--- config.mk ---
export PLATFORM = sky130hd
export DESIGN_NAME = pipe_ctrl_unit_flat
export DESIGN_NICKNAME = d
export VERILOG_FILES = /design/src/rtl/pipe_ctrl_if.sv /design/src/rtl/pipe_ctrl_unit.sv /design/src/flat_wrapper.sv
export SDC_FILE = /design/constraint.sdc
export NUM_CORES = 1
export LEC_CHECK = 0
export CAP_MARGIN = 20
export CORE_MARGIN = 2
export CORE_UTILIZATION = 47
export CTS_CLUSTER_DIAMETER = 50
export DETAILED_ROUTE_END_ITERATION = 10
export PLACE_DENSITY = 0.86
export RECOVER_POWER = 50
export SLEW_MARGIN = 5
export SYNTH_ARGS = -nofsm -noshare
export SYNTH_HDL_FRONTEND = slang
export SYNTH_SLANG_ARGS = --single-unit
--- constraint.sdc ---
create_clock -name clk -period 2.3 [get_ports clk]
set_input_delay 0.46 -clock clk [delete_from_list [all_inputs] [get_ports clk]]
set_output_delay 0.46 -clock clk [all_outputs]
set_load 0.005 [all_outputs]
--- src/rtl/pipe_ctrl_if.sv ---
// Control-unit boundary: ID-stage instruction in, per-stage control bundles out.
// Handshake: id_valid qualifies id_instr for the current cycle; while stall=1
// the producer must present the same instruction again next cycle (PC and
// IF/ID hold), and hold=1 freezes every register regardless of id_valid.
interface pipe_ctrl_if #(
    parameter int REG_AW = 5,
    parameter int CNT_W  = 16
);
    logic [31:0]       id_instr;
    logic              id_valid;
    logic              flush;
    logic              hold;
    logic              stall;
    logic [3:0]        ex_ctrl;
    logic [2:0]        ex_mem_ctrl;
    logic [1:0]        ex_wb_ctrl;
    logic [2:0]        mem_ctrl;
    logic [1:0]        mem_wb_ctrl;
    logic [1:0]        wb_ctrl;
    logic [REG_AW-1:0] wb_dest;
    logic              illegal;
    logic              illegal_sticky;
    logic [CNT_W-1:0]  stall_cnt;
    logic [CNT_W-1:0]  flush_cnt;

    modport master (
        output id_instr, id_valid, flush, hold,
        input  stall, ex_ctrl, ex_mem_ctrl, ex_wb_ctrl, mem_ctrl, mem_wb_ctrl,
        input  wb_ctrl, wb_dest, illegal, illegal_sticky, stall_cnt, flush_cnt
    );

    modport slave (
        input  id_instr, id_valid, flush, hold,
        output stall, ex_ctrl, ex_mem_ctrl, ex_wb_ctrl, mem_ctrl, mem_wb_ctrl,
        output wb_ctrl, wb_dest, illegal, illegal_sticky, stall_cnt, flush_cnt
    );
endinterface

--- src/rtl/pipe_ctrl_unit.sv ---
// Pipelined MIPS main decoder: decodes the ID instruction and carries the
// EX/MEM/WB control bundles through ID/EX, EX/MEM and MEM/WB. Generates the
// load-use stall, applies branch flushes and global hold, and counts
// stall cycles and flush events with saturating counters.
module pipe_ctrl_unit #(
    parameter int REG_AW = 5,
    parameter int EN_IMM = 1,
    parameter int CNT_W  = 16
) (
    input  logic       clk,
    input  logic       rst_n,
    pipe_ctrl_if.slave bus
);
    localparam logic [5:0] OP_RTYPE = 6'h00;
    localparam logic [5:0] OP_LW    = 6'h23;
    localparam logic [5:0] OP_SW    = 6'h2B;
    localparam logic [5:0] OP_BEQ   = 6'h04;
    localparam logic [5:0] OP_ADDI  = 6'h08;
    localparam logic [5:0] OP_ANDI  = 6'h0C;
    localparam logic [5:0] OP_ORI   = 6'h0D;

    localparam logic [CNT_W-1:0] CNT_ONE = {{(CNT_W-1){1'b0}}, 1'b1};
    localparam logic [CNT_W-1:0] CNT_MAX = {CNT_W{1'b1}};

    // Instruction fields
    logic [5:0]        id_op;
    logic [REG_AW-1:0] id_rs;
    logic [REG_AW-1:0] id_rt;
    logic [REG_AW-1:0] id_rd;
    logic              unused_bits;

    assign id_op       = bus.id_instr[31:26];
    assign id_rs       = REG_AW'(bus.id_instr[25:21]);
    assign id_rt       = REG_AW'(bus.id_instr[20:16]);
    assign id_rd       = REG_AW'(bus.id_instr[15:11]);
    assign unused_bits = ^bus.id_instr[10:0];

    // Decode results
    logic [3:0]        dec_ex;
    logic [2:0]        dec_mem;
    logic [1:0]        dec_wb;
    logic [REG_AW-1:0] dec_dest;
    logic              dec_ill;
    logic              dec_reads_rt;

    // Hazard
    logic load_use;
    logic stall_int;

    // ID/EX
    logic [3:0]        ex_ctrl_q,  ex_ctrl_d;
    logic [2:0]        ex_mem_q,   ex_mem_d;
    logic [1:0]        ex_wb_q,    ex_wb_d;
    logic [REG_AW-1:0] ex_dest_q,  ex_dest_d;
    logic              ex_ill_q,   ex_ill_d;
    // EX/MEM
    logic [2:0]        mem_ctrl_q, mem_ctrl_d;
    logic [1:0]        mem_wb_q,   mem_wb_d;
    logic [REG_AW-1:0] mem_dest_q, mem_dest_d;
    // MEM/WB
    logic [1:0]        wb_ctrl_q,  wb_ctrl_d;
    logic [REG_AW-1:0] wb_dest_q,  wb_dest_d;
    // Status
    logic              sticky_q,   sticky_d;
    logic [CNT_W-1:0]  stall_cnt_q, stall_cnt_d;
    logic [CNT_W-1:0]  flush_cnt_q, flush_cnt_d;

    // Main decode: opcode to {ex, mem, wb} bundles, destination and rt usage
    always_comb begin
        dec_ex       = 4'b0000;
        dec_mem      = 3'b000;
        dec_wb       = 2'b00;
        dec_dest     = '0;
        dec_ill      = 1'b0;
        dec_reads_rt = 1'b0;
        if (bus.id_valid) begin
            case (id_op)
                OP_RTYPE: begin
                    dec_ex       = 4'b1100;
                    dec_wb       = 2'b10;
                    dec_dest     = id_rd;
                    dec_reads_rt = 1'b1;
                end
                OP_LW: begin
                    dec_ex   = 4'b0001;
                    dec_mem  = 3'b010;
                    dec_wb   = 2'b11;
                    dec_dest = id_rt;
                end
                OP_SW: begin
                    dec_ex       = 4'b0001;
                    dec_mem      = 3'b001;
                    dec_reads_rt = 1'b1;
                end
                OP_BEQ: begin
                    dec_ex       = 4'b0010;
                    dec_mem      = 3'b100;
                    dec_reads_rt = 1'b1;
                end
                OP_ADDI, OP_ANDI, OP_ORI: begin
                    if (EN_IMM != 0) begin
                        dec_ex   = 4'b0111;
                        dec_wb   = 2'b10;
                        dec_dest = id_rt;
                    end else begin
                        dec_ill = 1'b1;
                    end
                end
                default: dec_ill = 1'b1;
            endcase
            // Writing $0 is a no-op, so never raise reg_write for it
            if (dec_dest == '0) begin
                dec_wb[1] = 1'b0;
            end
        end
    end

    // Load-use detection against the load sitting in ID/EX; flush/hold win
    always_comb begin
        load_use = 1'b0;
        if (bus.id_valid && ex_mem_q[1] && (ex_dest_q != '0)) begin
            if (ex_dest_q == id_rs) begin
                load_use = 1'b1;
            end else if (dec_reads_rt && (ex_dest_q == id_rt)) begin
                load_use = 1'b1;
            end
        end
        stall_int = load_use & ~bus.flush & ~bus.hold;
    end

    // Stage-register next state: hold > flush > stall > advance
    always_comb begin
        ex_ctrl_d   = ex_ctrl_q;
        ex_mem_d    = ex_mem_q;
        ex_wb_d     = ex_wb_q;
        ex_dest_d   = ex_dest_q;
        ex_ill_d    = ex_ill_q;
        mem_ctrl_d  = mem_ctrl_q;
        mem_wb_d    = mem_wb_q;
        mem_dest_d  = mem_dest_q;
        wb_ctrl_d   = wb_ctrl_q;
        wb_dest_d   = wb_dest_q;
        stall_cnt_d = stall_cnt_q;
        flush_cnt_d = flush_cnt_q;
        if (!bus.hold) begin
            if (bus.flush) begin
                ex_ctrl_d  = 4'b0000;
                ex_mem_d   = 3'b000;
                ex_wb_d    = 2'b00;
                ex_dest_d  = '0;
                ex_ill_d   = 1'b0;
                mem_ctrl_d = 3'b000;
                mem_wb_d   = 2'b00;
                mem_dest_d = '0;
                wb_ctrl_d  = mem_wb_q;
                wb_dest_d  = mem_dest_q;
                if (flush_cnt_q != CNT_MAX) begin
                    flush_cnt_d = flush_cnt_q + CNT_ONE;
                end
            end else begin
                mem_ctrl_d = ex_mem_q;
                mem_wb_d   = ex_wb_q;
                mem_dest_d = ex_dest_q;
                wb_ctrl_d  = mem_wb_q;
                wb_dest_d  = mem_dest_q;
                if (stall_int) begin
                    ex_ctrl_d = 4'b0000;
                    ex_mem_d  = 3'b000;
                    ex_wb_d   = 2'b00;
                    ex_dest_d = '0;
                    ex_ill_d  = 1'b0;
                    if (stall_cnt_q != CNT_MAX) begin
                        stall_cnt_d = stall_cnt_q + CNT_ONE;
                    end
                end else begin
                    ex_ctrl_d = dec_ex;
                    ex_mem_d  = dec_mem;
                    ex_wb_d   = dec_wb;
                    ex_dest_d = dec_dest;
                    ex_ill_d  = dec_ill;
                end
            end
        end
        sticky_d = sticky_q | ex_ill_d;
    end

    // State registers with asynchronous clear
    always_ff @(posedge clk or negedge rst_n) begin
        if (!rst_n) begin
            ex_ctrl_q   <= '0;
            ex_mem_q    <= '0;
            ex_wb_q     <= '0;
            ex_dest_q   <= '0;
            ex_ill_q    <= 1'b0;
            mem_ctrl_q  <= '0;
            mem_wb_q    <= '0;
            mem_dest_q  <= '0;
            wb_ctrl_q   <= '0;
            wb_dest_q   <= '0;
            sticky_q    <= 1'b0;
            stall_cnt_q <= '0;
            flush_cnt_q <= '0;
        end else begin
            ex_ctrl_q   <= ex_ctrl_d;
            ex_mem_q    <= ex_mem_d;
            ex_wb_q     <= ex_wb_d;
            ex_dest_q   <= ex_dest_d;
            ex_ill_q    <= ex_ill_d;
            mem_ctrl_q  <= mem_ctrl_d;
            mem_wb_q    <= mem_wb_d;
            mem_dest_q  <= mem_dest_d;
            wb_ctrl_q   <= wb_ctrl_d;
            wb_dest_q   <= wb_dest_d;
            sticky_q    <= sticky_d;
            stall_cnt_q <= stall_cnt_d;
            flush_cnt_q <= flush_cnt_d;
        end
    end

    assign bus.stall          = stall_int;
    assign bus.ex_ctrl        = ex_ctrl_q;
    assign bus.ex_mem_ctrl    = ex_mem_q;
    assign bus.ex_wb_ctrl     = ex_wb_q;
    assign bus.mem_ctrl       = mem_ctrl_q;
    assign bus.mem_wb_ctrl    = mem_wb_q;
    assign bus.wb_ctrl        = wb_ctrl_q;
    assign bus.wb_dest        = wb_dest_q;
    assign bus.illegal        = ex_ill_q;
    assign bus.illegal_sticky = sticky_q;
    assign bus.stall_cnt      = stall_cnt_q;
    assign bus.flush_cnt      = flush_cnt_q;
endmodule
--- src/flat_wrapper.sv ---
// flat-port wrapper written by rule: the top's interface ports become plain ports
module pipe_ctrl_unit_flat 
#(
    parameter int REG_AW = 5,
    parameter int EN_IMM = 1,
    parameter int CNT_W  = 16
)
  (clk, rst_n, bus_id_instr, bus_id_valid, bus_flush, bus_hold, bus_stall, bus_ex_ctrl, bus_ex_mem_ctrl, bus_ex_wb_ctrl, bus_mem_ctrl, bus_mem_wb_ctrl, bus_wb_ctrl, bus_wb_dest, bus_illegal, bus_illegal_sticky, bus_stall_cnt, bus_flush_cnt);
  pipe_ctrl_if #(.REG_AW(REG_AW), .CNT_W(CNT_W)) bus_i ();
  input  logic clk;
  input  logic rst_n;
  input wire logic [$bits(bus_i.id_instr)-1:0] bus_id_instr;
  input wire logic [$bits(bus_i.id_valid)-1:0] bus_id_valid;
  input wire logic [$bits(bus_i.flush)-1:0] bus_flush;
  input wire logic [$bits(bus_i.hold)-1:0] bus_hold;
  output wire logic [$bits(bus_i.stall)-1:0] bus_stall;
  output wire logic [$bits(bus_i.ex_ctrl)-1:0] bus_ex_ctrl;
  output wire logic [$bits(bus_i.ex_mem_ctrl)-1:0] bus_ex_mem_ctrl;
  output wire logic [$bits(bus_i.ex_wb_ctrl)-1:0] bus_ex_wb_ctrl;
  output wire logic [$bits(bus_i.mem_ctrl)-1:0] bus_mem_ctrl;
  output wire logic [$bits(bus_i.mem_wb_ctrl)-1:0] bus_mem_wb_ctrl;
  output wire logic [$bits(bus_i.wb_ctrl)-1:0] bus_wb_ctrl;
  output wire logic [$bits(bus_i.wb_dest)-1:0] bus_wb_dest;
  output wire logic [$bits(bus_i.illegal)-1:0] bus_illegal;
  output wire logic [$bits(bus_i.illegal_sticky)-1:0] bus_illegal_sticky;
  output wire logic [$bits(bus_i.stall_cnt)-1:0] bus_stall_cnt;
  output wire logic [$bits(bus_i.flush_cnt)-1:0] bus_flush_cnt;
  assign bus_i.id_instr = bus_id_instr;
  assign bus_i.id_valid = bus_id_valid;
  assign bus_i.flush = bus_flush;
  assign bus_i.hold = bus_hold;
  assign bus_stall = bus_i.stall;
  assign bus_ex_ctrl = bus_i.ex_ctrl;
  assign bus_ex_mem_ctrl = bus_i.ex_mem_ctrl;
  assign bus_ex_wb_ctrl = bus_i.ex_wb_ctrl;
  assign bus_mem_ctrl = bus_i.mem_ctrl;
  assign bus_mem_wb_ctrl = bus_i.mem_wb_ctrl;
  assign bus_wb_ctrl = bus_i.wb_ctrl;
  assign bus_wb_dest = bus_i.wb_dest;
  assign bus_illegal = bus_i.illegal;
  assign bus_illegal_sticky = bus_i.illegal_sticky;
  assign bus_stall_cnt = bus_i.stall_cnt;
  assign bus_flush_cnt = bus_i.flush_cnt;
  pipe_ctrl_unit #(.REG_AW(REG_AW), .EN_IMM(EN_IMM), .CNT_W(CNT_W)) u_core (.clk(clk), .rst_n(rst_n), .bus(bus_i));
endmodule
# == After elaboration in Yosys (flattened, before gate mapping) ==
# Index checks and enable logic that the tools add are counted.
# classes
div,0
multipliers,0
reduce_logical,14
mux,31
bitwise,5
shifts,0
addsub,2
n_eq_ne,10
magnitude_cmp,0
# ops
operator,n
16-bit by 1-bit adder with 16-bit output (second input constant),2
16-bit inequality test (second input constant),2
5-bit 2-to-1 mux,5
6-bit by 4-bit == test with 1-bit output (second input constant),3
4-bit case mux with 4 select lines,1
6-bit == test (second input constant),2
3-bit 2-to-1 mux,4
4-bit 2-to-1 mux,3
1-bit 2-to-1 mux,11
5-bit == test,2
5-bit case mux with 2 select lines,1
3-bit case mux with 3 select lines,1
2-bit 2-to-1 mux,4
4-bit OR reduction,2
7-bit OR reduction,1
6-bit by 3-bit == test with 1-bit output (second input constant),1
6-bit logical NOT,1
3-bit OR reduction,2
5-bit logical NOT,1
5-bit nonzero test,1
2-bit case mux with 2 select lines,1
4-bit AND reduction,1
1-bit logical AND,3
3-bit AND reduction,1
other kinds (4),6
# word_totals
ramBits,0
inputBits,37
n_memories,0
output_inout_bits,56
mem_bits_ro,0
register_bits,65
latchBits,0

# == Depth between registers and ports, before layout ==
# depth
word_depth,14
mapped_depth,8

# == Worst setup path after synthesis ==
# OpenSTA, ideal clock, no wires.
# synth_path
path_type,input -> register
start,in bus_hold
end,"reg u_core.stall_cnt_q[10], in the netlist u_core.bus.stall_cnt[10]"
t_arrival_ns,2.014
setup_ns,0.125
required_time_ns,2.175
stages,7
path_buffers,1
setup_slack_ns,0.161
cell_sequence,buf_2 > nor3b_4 > o211a_1 > nand2b_1 > o41a_4 > nor3_1 > mux2_2
# synth_via
elab_chain_len,3
# synth_lines
element,line_no,rtl
from (decl),flat_wrapper.sv:15,input wire logic [$bits(bus_i.hold)-1:0] bus_hold;
1-bit NOT *,pipe_ctrl_unit.sv:128,stall_int = load_use & ~bus.flush & ~bus.hold;
1-bit AND,pipe_ctrl_unit.sv:128,
4-bit AND reduction (no line) *,-,
to (signal assigned),pipe_ctrl_unit.sv:215,stall_cnt_q <= stall_cnt_d;
to (decl),pipe_ctrl_unit.sv:65,"logic [CNT_W-1:0] stall_cnt_q, stall_cnt_d;"
# Every way passes the cells marked *; elsewhere a longest branch is shown, timed or not.
# A chain may end at the register's enable or synchronous reset.

# == Worst setup path after layout ==
# layout_path
start,reg u_core.ex_dest_q[3]
end,out bus_stall
# layout_via
elab_chain_len,7
elab_cells_between_ends,10
# layout_lines
element,line_no,rtl
from (decl),pipe_ctrl_unit.sv:54,"logic [REG_AW-1:0] ex_dest_q, ex_dest_d;"
from (signal assigned),pipe_ctrl_unit.sv:207,ex_dest_q <= ex_dest_d;
5-bit == test,pipe_ctrl_unit.sv:124,end else if (dec_reads_rt && (ex_dest_q == id_rt)) begin
1-bit logical AND,pipe_ctrl_unit.sv:124,
1-bit 2-to-1 mux,pipe_ctrl_unit.sv:124,
1-bit 2-to-1 mux,pipe_ctrl_unit.sv:122,if (ex_dest_q == id_rs) begin
1-bit 2-to-1 mux *,pipe_ctrl_unit.sv:121,if (bus.id_valid && ex_mem_q[1] && (ex_dest_q != '0)) begin
1-bit AND * (2 in a row),pipe_ctrl_unit.sv:128,
to (decl),flat_wrapper.sv:16,output wire logic [$bits(bus_i.stall)-1:0] bus_stall;
# Marked as above.

==> Implementation_results.wiki <==
{| class="wikitable"
! Metric !! Value
|-
| Result of the run || finished with violations
|-
| Violations in the final reports || negative setup slack
|-
| Critical Path End Type || output port
|-
| Count of final max-slew check failures || 0
|-
| Data required time at the worst endpoint || approximately 1800 ps
|-
| Final hold violations || 0
|-
| Critical register-to-register path endpoint || u_core.bus.ex_ctrl[1]
|-
| Die width || 85.6 µm
|-
| Remaining Overflow, GRT || 0
|-
| Detailed-router iteration count before antenna repair || 4
|-
| Number of enable-type register cells in the synthesized netlist || 0
|-
| Detailed-route wire length || 8610 µm
|-
| Normalized max-slew margin || 6.23%
|-
| Routability congestion estimate from global placement || 0.820
|-
| Kind of path behind the tightest hold check || in2async
|-
| DRC errors left || 0
|-
| Die Y || roughly 86 µm
|-
| Count of state elements after synthesis || between 60 and 70
|-
| Post-Synthesis Net Count || roughly 330
|-
| CTS Hold Buffers Added || 0
|-
| Data arrival at the endpoint of the critical path || 1970 ps
|-
| Clock tree from TritonCTS || built
|-
| Area of the core || 0.00639 mm²
|-
| Number of vias per cell || 5.60
|-
| Pin slew with the least headroom to its limit || approximately 1400 ps
|-
| Overall power consumption || between 2 and 3 mW
|-
| Placement Cell Area || 0.00428 mm²
|-
| Number of cells on the worst reg-to-reg path || 10
|-
| # fillers || between 400 and 500
|-
| CTS buffer count || 9
|-
| Startpoint of the lowest-slack register-to-register path || u_core.ex_dest_q[3]
|-
| Num ports || 93
|-
| Dominant cell type by area after synthesis || sky130_fd_sc_hd__dfrtp_1
|-
| Layout Nets || approximately 450
|-
| Seq/Total Area, Yosys || 51.9%
|-
| Fmax || 411 MHz
|-
| Reg clk slew, reported paths || 70 ps
|-
| Antenna diodes || 0
|-
| Type of the worst setup path || reg2out
|-
| Yosys warnings || 0
|-
| Clock sink count || 65
|-
| Setup repair after global routing missed its margin || yes
|-
| Largest cells by area after synthesis || sky130_fd_sc_hd__dfrtp_1 (52%), sky130_fd_sc_hd__xor2_1 (5.6%), sky130_fd_sc_hd__xnor2_1 (4.8%), sky130_fd_sc_hd__nand2_1 (4.0%), sky130_fd_sc_hd__mux2_2 (3.6%)
|-
| Share of the clock period used by the worst path || 106%
|-
| Routed via count || 2776
|-
| Power density over cell area || between 500 and 600 mW/mm²
|-
| First-pass GRT wire length || 13000 µm
|-
| Clock skew after layout || 7.52 ps
|-
| Clock H-tree levels || 3
|-
| Peak supply drop || approximately 560 µV
|-
| Ratio of cells with drive above 1 in the final layout || about a quarter
|-
| List of most frequent post-synthesis cells || sky130_fd_sc_hd__dfrtp_1 (65), sky130_fd_sc_hd__nand2_1 (33), sky130_fd_sc_hd__xor2_1 (20), sky130_fd_sc_hd__xnor2_1 (17)
|-
| Clock insertion delay at the later pin of the skew report || ~350 ps
|-
| Clock period minus worst slack || between 2000 and 2500 ps
|-
| CP max FO || 2
|-
| Starting DRT DRC Count || ~150
|-
| Total of max-cap violations || 0
|-
| Antenna viol nets, final || 0
|-
| Pin count of the biggest net entering global routing || 42
|-
| Area growth, synth to finish || 52.0%
|-
| Fraction of synthesized cell area taken by the top area cell type || roughly half
|-
| Number of global-route vias before repair || 2738
|-
| Cell area after technology mapping || 0.00313 mm²
|-
| Count of cell types in the netlist || 48
|-
| CP Launch Type || flop
|-
| Count of final setup violators || 10
|-
| Wirelength per Cell || between 15 and 20 µm
|-
| Cell at the root of the clock tree || sky130_fd_sc_hd__clkbuf_8
|-
| Share of synthesized registers carrying an async set or reset || between 90% and 100%
|-
| Crit path setup slack, layout || -133 ps
|-
| Final HPWL from detailed placement || 5570 µm
|-
| Port Buffer Count || 81
|-
| Cells after Synth || roughly 290
|-
| Clock Tree Buf Depth || 2
|-
| Total number of placement rows || 29
|-
| Die area || 0.00734 mm²
|-
| Starting Density || 49.1%
|-
| Post-route cell area || around 0.0048 mm²
|-
| Antenna violations before repair || 0
|-
| Flop-to-flop setup slack || -40 ps
|-
| Avg Cell Area, Syn || 11.0 µm²
|-
| Most used flip-flop cell after synthesis || sky130_fd_sc_hd__dfrtp_1
|-
| Total track usage || between 20% and 30%
|-
| Most frequent cell after synthesis || sky130_fd_sc_hd__dfrtp_1
|-
| Static power due to leakage || 2.15 nW
|}
placed cells by master, fill, tap and decap left out, types with 2 or more instances in the layout:
master / Yosys / final
sky130_fd_sc_hd__clkdlybuf4s50_1: 0 / 65
sky130_fd_sc_hd__dfrtp_1: 65 / 64
sky130_fd_sc_hd__buf_4: 0 / 36
sky130_fd_sc_hd__nand2_1: 33 / 31
sky130_fd_sc_hd__xor2_1: 20 / 20
sky130_fd_sc_hd__xnor2_1: 17 / 16
sky130_fd_sc_hd__nor2_1: 14 / 14
sky130_fd_sc_hd__o21ai_0: 14 / 13
sky130_fd_sc_hd__nand3_1: 13 / 12
sky130_fd_sc_hd__clkbuf_8: 0 / 11
sky130_fd_sc_hd__nand2b_1: 11 / 10
sky130_fd_sc_hd__mux2_2: 10 / 9
sky130_fd_sc_hd__nand4_1: 7 / 7
sky130_fd_sc_hd__a22o_1: 7 / 7
sky130_fd_sc_hd__dlygate4sd2_1: 0 / 6
sky130_fd_sc_hd__buf_6: 1 / 6
sky130_fd_sc_hd__a21oi_1: 6 / 5
sky130_fd_sc_hd__a22oi_1: 5 / 5
sky130_fd_sc_hd__nor3_2: 2 / 4
sky130_fd_sc_hd__nor2b_1: 4 / 4
sky130_fd_sc_hd__and3_1: 4 / 4
sky130_fd_sc_hd__dlymetal6s2s_1: 0 / 4
sky130_fd_sc_hd__dlygate4sd3_1: 0 / 4
sky130_fd_sc_hd__nor4_4: 0 / 3
sky130_fd_sc_hd__o31ai_4: 0 / 3
sky130_fd_sc_hd__a32o_1: 3 / 3
sky130_fd_sc_hd__clkbuf_1: 5 / 3
sky130_fd_sc_hd__nand2_2: 1 / 2
sky130_fd_sc_hd__or4_1: 3 / 2
sky130_fd_sc_hd__and4_1: 2 / 2
sky130_fd_sc_hd__and2_1: 2 / 2
sky130_fd_sc_hd__inv_1: 2 / 2
sky130_fd_sc_hd__ha_1: 2 / 2
sky130_fd_sc_hd__clkinv_2: 0 / 2
sky130_fd_sc_hd__clkbuf_2: 1 / 2
cell families after synthesis:
kind of cell	after synthesis	synth area share (%)
flops	65	51.9
fa+ha+maj	2	0.799
simple gates	111	19.7
mux	10	3.59
buf+inv	12	1.80
xor+xnor	37	10.3
compound gates	49	11.9
repair_timing:
| item | in CTS | in global routing |
|---|---|---|
| gates cloned | 0 | 1 |
| setup endpoints to repair | 11 | 23 |
| buffers inserted | 7 | 5 |
| gates resized for setup | 20 | 34 |
| hold endpoints to repair | 0 | 0 |
| pin swaps | 14 | 12 |
worst max-delay path by stage:
stage,slack [ps],end,from
after floorplan,160,u_core.bus.stall_cnt[10],bus_hold
after global placement,-490,bus_stall,bus_id_instr[27]
after detailed placement,-510,bus_stall,bus_id_instr[27]
after CTS,-20,u_core.bus.ex_mem_ctrl[2],u_core.ex_dest_q[3]
after global routing,-170,bus_stall,u_core.ex_dest_q[3]
final,-130,bus_stall,u_core.ex_dest_q[3]
state kept, by name (all words and copies together), names as in the netlist:
name,flops
u_core.bus.ex_ctrl,4
u_core.bus.ex_mem_ctrl,3
u_core.bus.ex_wb_ctrl,2
u_core.bus.flush_cnt,16
u_core.bus.illegal,1
u_core.bus.illegal_sticky,1
u_core.bus.mem_ctrl,3
u_core.bus.mem_wb_ctrl,2
u_core.bus.stall_cnt,16
u_core.bus.wb_ctrl,2
u_core.bus.wb_dest,5
u_core.ex_dest_q,5
u_core.mem_dest_q,5
metrics by stage:
step                      std cells  utilization, %  hold WS [ps]  setup TNS (ps)  setup WS, ps
final                           496            74.6           421            -384          -133
after CTS                       493            71.6           141           -27.1         -22.1
after detailed placement        471            67.0           465          -10380          -506
after global placement          471            67.0           457           -7890          -495
after global routing            496            74.6           508           -1200          -165
after floorplan                 286               -           164               0           161
layout make-up:
type | instances | area [µm²] | area share [%]
clock buffer | 12 | 155 | 3.26
timing repair buffer | 127 | 1170 | 24.6
clock inverter | 3 | 40.0 | 0.841
inverter | 2 | 7.51 | 0.158
sequential | 65 | 1630 | 34.2
tap | 77 | 96.3 | 2.02
multi-input combinational | 210 | 1660 | 34.9
report_power, final:
part | switching, mW | internal (mW) | total (mW) | leakage [nW]
logic | 0.168 | 0.237 | 0.405 | 1.16
registers | 0.0777 | 1.20 | 1.28 | 0.888
clock network | 0.444 | 0.551 | 0.995 | 0.102
layer usage:
metal / global-route usage (%) / up-vias / part of all wire (%)
met1: 28.9 / 1400 / 42
li1: - / 1277 / -
met2: 37.9 / 83 / 52
met3: 6.06 / 16 / 4.0
met4: 8.95 / 0 / 1.9
met5: 0 / - / 0
critical path, cell delays in order, from the launching register on:
cell and delay, ps:
sky130_fd_sc_hd__dfrtp_1 420, sky130_fd_sc_hd__buf_6 140, sky130_fd_sc_hd__xnor2_2 150, sky130_fd_sc_hd__nand4_1 150, sky130_fd_sc_hd__buf_4 180, sky130_fd_sc_hd__nor4_4 300
sky130_fd_sc_hd__nand2_2 100, sky130_fd_sc_hd__nand2_2 70, sky130_fd_sc_hd__buf_2 100
Power figures use the tool's default switching activity.
